===== src/rtl/mem_arbiter.sv =====
// mem_arbiter: shares one single-port memory between the instruction-fetch
// path (IF, read only) and the load/store path (LS). One request is accepted
// per arbitration slot (IDLE or RESP), followed by LATENCY access cycles and a
// one-cycle response. Simultaneous requests alternate owners.
module mem_arbiter #(
  parameter int ADDR_W  = 8,
  parameter int DATA_W  = 16,
  parameter int LATENCY = 1
) (
  input  logic              clk,
  input  logic              rst,
  // instruction fetch port
  input  logic              if_req,
  input  logic [ADDR_W-1:0] if_addr,
  output logic              if_gnt,
  output logic              if_valid,
  output logic [DATA_W-1:0] if_rdata,
  // load/store port
  input  logic              ls_req,
  input  logic              ls_we,
  input  logic [ADDR_W-1:0] ls_addr,
  input  logic [DATA_W-1:0] ls_wdata,
  output logic              ls_gnt,
  output logic              ls_valid,
  output logic [DATA_W-1:0] ls_rdata,
  // memory port
  output logic              mem_en,
  output logic              mem_we,
  output logic [ADDR_W-1:0] mem_addr,
  output logic [DATA_W-1:0] mem_wdata,
  input  logic [DATA_W-1:0] mem_rdata,
  // status
  output logic              busy
);

  // Counter only needs to reach LATENCY-1.
  localparam int CNT_W = (LATENCY > 1) ? $clog2(LATENCY) : 1;
  localparam logic [CNT_W-1:0] CNT_LAST = CNT_W'(LATENCY - 1);

  typedef enum logic [1:0] {
    IDLE,
    ACCESS,
    RESP
  } state_t;

  state_t state_q, state_d;
  logic [CNT_W-1:0]  cnt_q, cnt_d;
  logic              last_ls_q, last_ls_d;
  logic              owner_ls_q, owner_ls_d;

  logic              if_gnt_q, if_gnt_d;
  logic              if_valid_q, if_valid_d;
  logic [DATA_W-1:0] if_rdata_q, if_rdata_d;
  logic              ls_gnt_q, ls_gnt_d;
  logic              ls_valid_q, ls_valid_d;
  logic [DATA_W-1:0] ls_rdata_q, ls_rdata_d;
  logic              mem_en_q, mem_en_d;
  logic              mem_we_q, mem_we_d;
  logic [ADDR_W-1:0] mem_addr_q, mem_addr_d;
  logic [DATA_W-1:0] mem_wdata_q, mem_wdata_d;
  logic              busy_q, busy_d;

  logic grant_ls;
  logic grant_if;

  // Round-robin on contention: LS wins unless it won the previous slot.
  assign grant_ls = ls_req && (!if_req || !last_ls_q);
  assign grant_if = if_req && !grant_ls;

  // Next-state and registered-output logic for the IDLE/ACCESS/RESP sequencer.
  always_comb begin
    state_d     = state_q;
    cnt_d       = cnt_q;
    last_ls_d   = last_ls_q;
    owner_ls_d  = owner_ls_q;
    mem_addr_d  = mem_addr_q;
    mem_wdata_d = mem_wdata_q;
    if_rdata_d  = if_rdata_q;
    ls_rdata_d  = ls_rdata_q;
    mem_en_d    = 1'b0;
    mem_we_d    = 1'b0;
    busy_d      = 1'b0;
    if_gnt_d    = 1'b0;
    ls_gnt_d    = 1'b0;
    if_valid_d  = 1'b0;
    ls_valid_d  = 1'b0;

    case (state_q)
      ACCESS: begin
        cnt_d = cnt_q + CNT_W'(1);
        if (cnt_q == CNT_LAST) begin
          // Last access cycle: capture read data and raise valid next cycle.
          state_d = RESP;
          if (owner_ls_q) begin
            ls_valid_d = 1'b1;
            if (!mem_we_q) begin
              ls_rdata_d = mem_rdata;
            end
          end else begin
            if_valid_d = 1'b1;
            if_rdata_d = mem_rdata;
          end
        end else begin
          // Hold the access (including the write strobe) for every cycle.
          mem_en_d = 1'b1;
          mem_we_d = mem_we_q;
          busy_d   = 1'b1;
        end
      end

      default: begin
        // IDLE and RESP both arbitrate, so back-to-back requests overlap RESP.
        if (grant_ls || grant_if) begin
          state_d    = ACCESS;
          cnt_d      = '0;
          owner_ls_d = grant_ls;
          last_ls_d  = grant_ls;
          mem_addr_d = grant_ls ? ls_addr : if_addr;
          if (grant_ls) begin
            mem_wdata_d = ls_wdata;
          end
          mem_en_d = 1'b1;
          mem_we_d = grant_ls & ls_we;
          busy_d   = 1'b1;
          if_gnt_d = grant_if;
          ls_gnt_d = grant_ls;
        end else begin
          state_d = IDLE;
        end
      end
    endcase
  end

  // State and output registers with synchronous reset.
  always_ff @(posedge clk) begin
    if (rst) begin
      state_q     <= IDLE;
      cnt_q       <= '0;
      last_ls_q   <= 1'b0;
      owner_ls_q  <= 1'b0;
      if_gnt_q    <= 1'b0;
      if_valid_q  <= 1'b0;
      if_rdata_q  <= '0;
      ls_gnt_q    <= 1'b0;
      ls_valid_q  <= 1'b0;
      ls_rdata_q  <= '0;
      mem_en_q    <= 1'b0;
      mem_we_q    <= 1'b0;
      mem_addr_q  <= '0;
      mem_wdata_q <= '0;
      busy_q      <= 1'b0;
    end else begin
      state_q     <= state_d;
      cnt_q       <= cnt_d;
      last_ls_q   <= last_ls_d;
      owner_ls_q  <= owner_ls_d;
      if_gnt_q    <= if_gnt_d;
      if_valid_q  <= if_valid_d;
      if_rdata_q  <= if_rdata_d;
      ls_gnt_q    <= ls_gnt_d;
      ls_valid_q  <= ls_valid_d;
      ls_rdata_q  <= ls_rdata_d;
      mem_en_q    <= mem_en_d;
      mem_we_q    <= mem_we_d;
      mem_addr_q  <= mem_addr_d;
      mem_wdata_q <= mem_wdata_d;
      busy_q      <= busy_d;
    end
  end

  assign if_gnt    = if_gnt_q;
  assign if_valid  = if_valid_q;
  assign if_rdata  = if_rdata_q;
  assign ls_gnt    = ls_gnt_q;
  assign ls_valid  = ls_valid_q;
  assign ls_rdata  = ls_rdata_q;
  assign mem_en    = mem_en_q;
  assign mem_we    = mem_we_q;
  assign mem_addr  = mem_addr_q;
  assign mem_wdata = mem_wdata_q;
  assign busy      = busy_q;

endmodule


===== config.mk =====
export PLATFORM = sky130hd
export DESIGN_NAME = mem_arbiter
export DESIGN_NICKNAME = d
export VERILOG_FILES = /design/src/rtl/mem_arbiter.sv
export SDC_FILE = /design/constraint.sdc
export NUM_CORES = 1
export LEC_CHECK = 0
export ABC_AREA = 1
export BUFFER_PORTS_ARGS = -buffer_cell sky130_fd_sc_hd__buf_4
export CAP_MARGIN = 10
export CELL_PAD_IN_SITES_DETAIL_PLACEMENT = 1
export CELL_PAD_IN_SITES_GLOBAL_PLACEMENT = 1
export CORE_MARGIN = 10
export CORE_UTILIZATION = 36
export DETAILED_ROUTE_END_ITERATION = 16
export PLACE_DENSITY_LB_ADDON = 0.1
export SYNTH_ARGS = -nofsm -noshare
export SYNTH_HDL_FRONTEND = slang
export SYNTH_SLANG_ARGS = --single-unit

===== constraint.sdc =====
create_clock -name clk -period 3.4 [get_ports clk]
set_input_delay 0.68 -clock clk [delete_from_list [all_inputs] [get_ports clk]]
set_output_delay 0.68 -clock clk [all_outputs]
set_load 0.02 [all_outputs]

==> results of run 1 <==
## where the power goes
group          switching, mW  internal [mW]  leakage [nW]  total [mW]
registers             0.0418          0.830         0.542       0.872
clock network          0.307          0.360         0.103       0.667
logic                  0.257          0.171          1.31       0.428
## tightest hold or removal path, stage by stage (launching register included)
cell and delay (ns):
dfxtp_1 0.31, nand2_1 0.06, a21oi_1 0.05
## metrics by stage
step                total power, mW  cell area, µm²  setup slack [ns]
finish                         1.97            3980              1.26
global route                   2.08            3980              1.05
CTS                            2.01            3980              1.26
detailed placement             1.33            3780              1.26
global placement               1.31            3780              1.32
floorplan                      1.15            2950              1.92
## sequential cells by signal, indices dropped and copies added (netlist names), 2 cells and up
signal	flops
if_rdata	16
mem_addr	8
state_q	2
ls_rdata	16
mem_wdata	16
## routing by layer
metal	GRT usage	vias to the layer above	share of wire
li1	-	1441	-
met1	0.168	1296	0.45
met2	0.250	83	0.49
met3	0.0448	11	0.053
met4	0.0423	0	0.012
met5	0	-	0
## final cells by class
class	instances	area share
sequential	66	0.332
multi-input combinational	262	0.323
timing repair buffer	116	0.219
inverter	46	0.0434
clock buffer	10	0.0346
tap	102	0.0321
clock inverter	6	0.0163
## cell usage in the layout, fill, tap and decap left out
| cell | instances |
|---|---|
| nor2_2 | 1 |
| nand2_4 | 1 |
| inv_2 | 3 |
| clkinvlp_4 | 1 |
| nor3b_1 | 1 |
| nand3_2 | 10 |
| nand2_1 | 93 |
| inv_6 | 1 |
| nor2_4 | 4 |
| inv_1 | 43 |
| nand4_1 | 17 |
| a21boi_1 | 1 |
| nor2_1 | 83 |
| clkinv_4 | 1 |
| nand3_4 | 1 |
| a21oi_1 | 11 |
| nor2_8 | 1 |
| clkinv_2 | 2 |
| nand2_2 | 2 |
| bufinv_16 | 1 |
| dfxtp_1 | 66 |
| a21oi_2 | 10 |
| o21ai_1 | 1 |
| buf_4 | 116 |
| nor3_1 | 2 |
| clkbuf_8 | 10 |
| a21boi_0 | 7 |
| nand3_1 | 16 |
## cell families after synthesis
logic type	count (synthesis)
simple gates	232
buf+inv	72
flops	66
compound gates	30
## worst min-delay path by stage
stage | end | startpoint | cells after the start | slack (ns)
after floorplan | if_rdata[0]$_SDFFE_PP0P_ | if_rdata[0]$_SDFFE_PP0P_ | 2 | 0.54
after global placement | if_rdata[14]$_SDFFE_PP0P_ | if_rdata[14]$_SDFFE_PP0P_ | 2 | 0.45
after detailed placement | if_rdata[15]$_SDFFE_PP0P_ | if_rdata[15]$_SDFFE_PP0P_ | 2 | 0.46
after CTS | if_rdata[15]$_SDFFE_PP0P_ | if_rdata[15]$_SDFFE_PP0P_ | 2 | 0.47
after global routing | if_rdata[12]$_SDFFE_PP0P_ | if_rdata[12]$_SDFFE_PP0P_ | 2 | 0.49
final | if_rdata[14]$_SDFFE_PP0P_ | if_rdata[14]$_SDFFE_PP0P_ | 2 | 0.47
==> impl_metrics.tcl, run 1 <==
set metrics [dict create \
    antenna_found_initial 0 \
    via_per_inst 4.66 \
    reg2reg_from "owner_ls_q$_SDFFE_PP0P_" \
    synth_edf_count 0 \
    multi_input_area_um2 1280 \
    synthFlopType "dfxtp_1" \
    synthAdderAreaFrac 0 \
    clock_latency_ns 0.34 \
    htreeDepth 3 \
    tns_ns 0 \
    yosysTopAreaCellShare 0.448 \
    io_buffers 115 \
    numCtsBuffers 9 \
    cp-startpoint "owner_ls_q$_SDFFE_PP0P_" \
    grt_max_degree 39 \
    synth-seq-cells 66 \
    rsz0062_at_grt "no" \
    grt_pass1_vias 2899 \
    ys_warn_count 0 \
    required_ns 3.63 \
    place_inst 592 \
    synth-xor-area-share 0 \
    critPathArrivalTime_ns 2.37 \
    regArea_um2 1320 \
    grt_usage 0.145 \
    route.detailed.drc 0 \
    dieArea_um2 12200 \
    start_util 0.376 \
    reg2reg_depth 5 \
    fin_crit_ns 2.14 \
    num_antenna_cells 0 \
    yosysMostFrequentCell "nand2_1" \
    timing.final.hold_violations 0 \
    slew_headroom 0.314 \
    yosysTopAreaCell "dfxtp_1" \
    path_cells "nand2_2 -> nand2_2 -> nor2_4 -> nor2_1 -> nor2_1" \
    p_leak_nw 1.95 \
    synth_common_cells "nand2_1, nor2_1, dfxtp_1" \
    cts_tree "built" \
    fmax_mhz 466 \
    drv_slew 0 \
    maxCapViolations 0 \
    core_area_um2 7850 \
    synth_mux_area_frac 0 \
    clockBufferDepth 2 \
    cts_root_buf "clkbuf_8" \
    status "complete, no violations" \
    dpl.hpwl_mm 6.69 \
    finalCritPeriodShare 0.631 \
    io_pins 116 \
    cts_hold_buf 0 \
    powerDensity_nw_per_um2 494 \
    overflow 0 \
    first_iter_violations 152 \
    final_nets 554 \
    detail_route.wl_per_cell_um 14.9 \
    utilization 0.507 \
    syn_inst 400 \
    async_flop_share 0 \
    wl_mm 9.06 \
    end_kind "flop" \
    ff2ff_setup_slack_ns 1.26 \
    cp_max_fo 33 \
    via_count 2831 \
    vdd_drop_max_mv 0.238 \
    grt_pass1_wl_mm 14.8 \
    synth_top_family_by_area "simple AND/OR/NAND/NOR gates" \
    stdcell_count 608 \
    worst_pin_slew_ns 1.03 \
    syn_avg_cell_area_um2 7.37 \
    worst-path-buf-inv 0 \
    gp_congestion 0.734 \
    num_rows 32 \
    yosys.area_share.simple 0.365 \
    finClkSkew_ns 0.00936 \
    timing.hold.ws_ns 0.466 \
    ys_seq_area_frac 0.448 \
    setup_viol 0 \
    n_fill_cell 1032 \
    slowest_stage "dfxtp_1" \
    startpoint_type "flop" \
    clk_pin_slew_worst_paths_ns 0.07 \
    synth_area_um2 2950 \
    ant_nets 0 \
    synthToLayoutAreaGrowth_pct 35.0 \
    cts_setup_buffers 0 \
    cts_resized 0 \
    crit_path_end "mem_wdata[2]$_SDFFE_PP0P_" \
    die_w_um 111 \
    holdCritPathClass "flop to flop" \
    crit_family "simple AND/OR/NAND/NOR gates" \
    crit_type "flop to flop" \
    drive_gt1_frac 0.326 \
    slowest_delay_ns 0.96 \
    synth_compound_area_frac 0.0704 \
    r2r-end "mem_wdata[2]$_SDFFE_PP0P_" \
    die_h_um 111 \
    syn-num-nets 453 \
    synth_area_leaders "dfxtp_1, nand2_1, nor2_1" \
    synthDistinctLibCells 26 \
    first_pass_iters 4 \
    cts.sinks 66 \
    cp.depth 5 \
]
No activity file was read; power rests on OpenSTA's default activity.
==> run 2, diff against run 1 <==
Settings changed: CORE_UTILIZATION 36 to 30.
Clock period 3.4 ns to 1.72 ns, I/O delays scaled along.
==> impl_metrics.tcl, run 2 (same netlist as run 1, synthesis figures left out) <==
set metrics [dict create \
    cts_resized 0 \
    clockBufferDepth 2 \
    start_util 0.305 \
    drive_gt1_frac 0.338 \
    wl_mm 9.18 \
    antenna_found_initial 0 \
    end_kind "flop" \
    cts_hold_buf 0 \
    routed.top_layer "met4" \
    worst_pin_slew_ns 0.395 \
    crit_family "simple AND/OR/NAND/NOR gates" \
    cts_tree "built" \
    path_cells "inv_2 -> nor2_4 -> buf_12 -> nand2_4 -> nand2_1 -> a21oi_2" \
    stdcell_count 648 \
    final_nets 565 \
    powerDensity_nw_per_um2 952 \
    wl_met3_um 417 \
    route.detailed.drc 0 \
    utilization 0.425 \
    num_rows 36 \
    slew_headroom 0.736 \
    io_pins 116 \
    finalCritPeriodShare 0.789 \
    n_fill_cell 1236 \
    p_leak_nw 2.01 \
    required_ns 1.94 \
    detail_route.wl_per_cell_um 14.2 \
    pre_cts_slack_ns 0.326 \
    overflow 0 \
    wl_met2_mm 4.25 \
    vdd_drop_max_mv 0.302 \
    fin_crit_ns 1.36 \
    slowest_delay_ns 0.41 \
    dieArea_um2 14200 \
    place_inst 634 \
    slowest_stage "dfxtp_1" \
    fin_ws_ns 0.363 \
    drt-met1-wl_mm 4.38 \
    numCtsBuffers 9 \
    num_antenna_cells 0 \
    maxCapViolations 0 \
    first_iter_violations 88 \
    holdCritPathClass "input port to flop" \
    grt_pass1_wl_mm 15.2 \
    final_area_um2 4120 \
    rsz0062_at_grt "no" \
    cts_setup_buffers 0 \
    startpoint_type "flop" \
    dpl.hpwl_mm 6.88 \
    ant_nets 0 \
    grt_pass1_vias 2966 \
    tns_ns 0 \
    fmax_mhz 737 \
    critPathArrivalTime_ns 1.58 \
    die_h_um 119 \
    drv_slew 0 \
    core_area_um2 9680 \
    cp_max_fo 35 \
    htreeDepth 3 \
    grt_max_degree 36 \
    grt_usage 0.130 \
    cts_root_buf "clkbuf_8" \
    gp_congestion 0.748 \
    layout_common_cells "buf_4, nand2_1, nor2_1" \
    io_buffers 115 \
    first_pass_iters 4 \
    worst-path-buf-inv 2 \
    crit_type "flop to flop" \
    layout_commonest_cell "buf_4" \
    timing.final.hold_violations 0 \
    via_count 2861 \
    placed_area_um2 3920 \
    synthToLayoutAreaGrowth_pct 39.5 \
    setup_viol 0 \
    cts.sinks 66 \
    via_per_inst 4.42 \
    die_w_um 119 \
    clk_pin_slew_worst_paths_ns 0.07 \
    clock_latency_ns 0.34 \
    status "complete, no violations" \
    finClkSkew_ns 0.00407 \
]
[run 2: cell types whose count changed in the layout (fill, tap and decap cells not counted), sizes merged]
cell and change:
buf +11, clkbuf +1, clkinv -1, clkinvlp -1, inv -1
[run 2: worst register-to-register path: cells and delay by family, from the launching register on]
| kind | cells | cell delay [ns] |
|---|---|---|
| AOI/OAI and AO/OA | 1 | 0.05 |
| buffers and inverters | 2 | 0.30 |
| DFF | 1 | 0.41 |
| and+or+nand+nor | 3 | 0.48 |
[run 2: stage by stage]
step | power (mW) | hold slack (ns)
global placement | 2.65 | 0.459
CTS | 4.00 | 0.245
floorplan | 2.28 | 0.476
finish | 3.92 | 0.260
global route | 4.15 | 0.254
detailed placement | 2.67 | 0.463
[run 2: final cells by class]
class / instances / area, µm² / share of cell area
clock buffer: 11 / 151 / 0.0368
clock inverter: 3 / 40.0 / 0.00973
inverter: 46 / 173 / 0.0420
multi-input combinational: 262 / 1280 / 0.312
sequential: 66 / 1320 / 0.321
tap: 133 / 166 / 0.0404
timing repair buffer: 127 / 978 / 0.238
[run 2: per-layer routing]
| metal | vias up | GRT usage |
|---|---|---|
| li1 | 1451 | - |
| met1 | 1331 | 0.160 |
| met2 | 70 | 0.210 |
| met3 | 9 | 0.0383 |
| met4 | 0 | 0.0466 |
| met5 | - | 0 |
[run 2: report_power, final]
group	switching, mW	internal [mW]	leakage (nW)	total, mW
combinational	0.523	0.376	1.37	0.899
clock	0.576	0.728	0.101	1.30
sequential	0.0731	1.64	0.542	1.71
[run 2: worst paths after layout]
| path | from | end | slack [ns] | cells after the start |
|---|---|---|---|---|
| max | state_q[0]$_SDFFE_PP0P_ | if_rdata[6]$_SDFFE_PP0P_ | 0.36 | 6 |
| min | rst | busy$_SDFF_PP0_ | 0.26 | 2 |
| max reg2reg | state_q[0]$_SDFFE_PP0P_ | if_rdata[6]$_SDFFE_PP0P_ | 0.36 | 6 |
| min reg2reg | if_rdata[5]$_SDFFE_PP0P_ | if_rdata[5]$_SDFFE_PP0P_ | 0.47 | 2 |
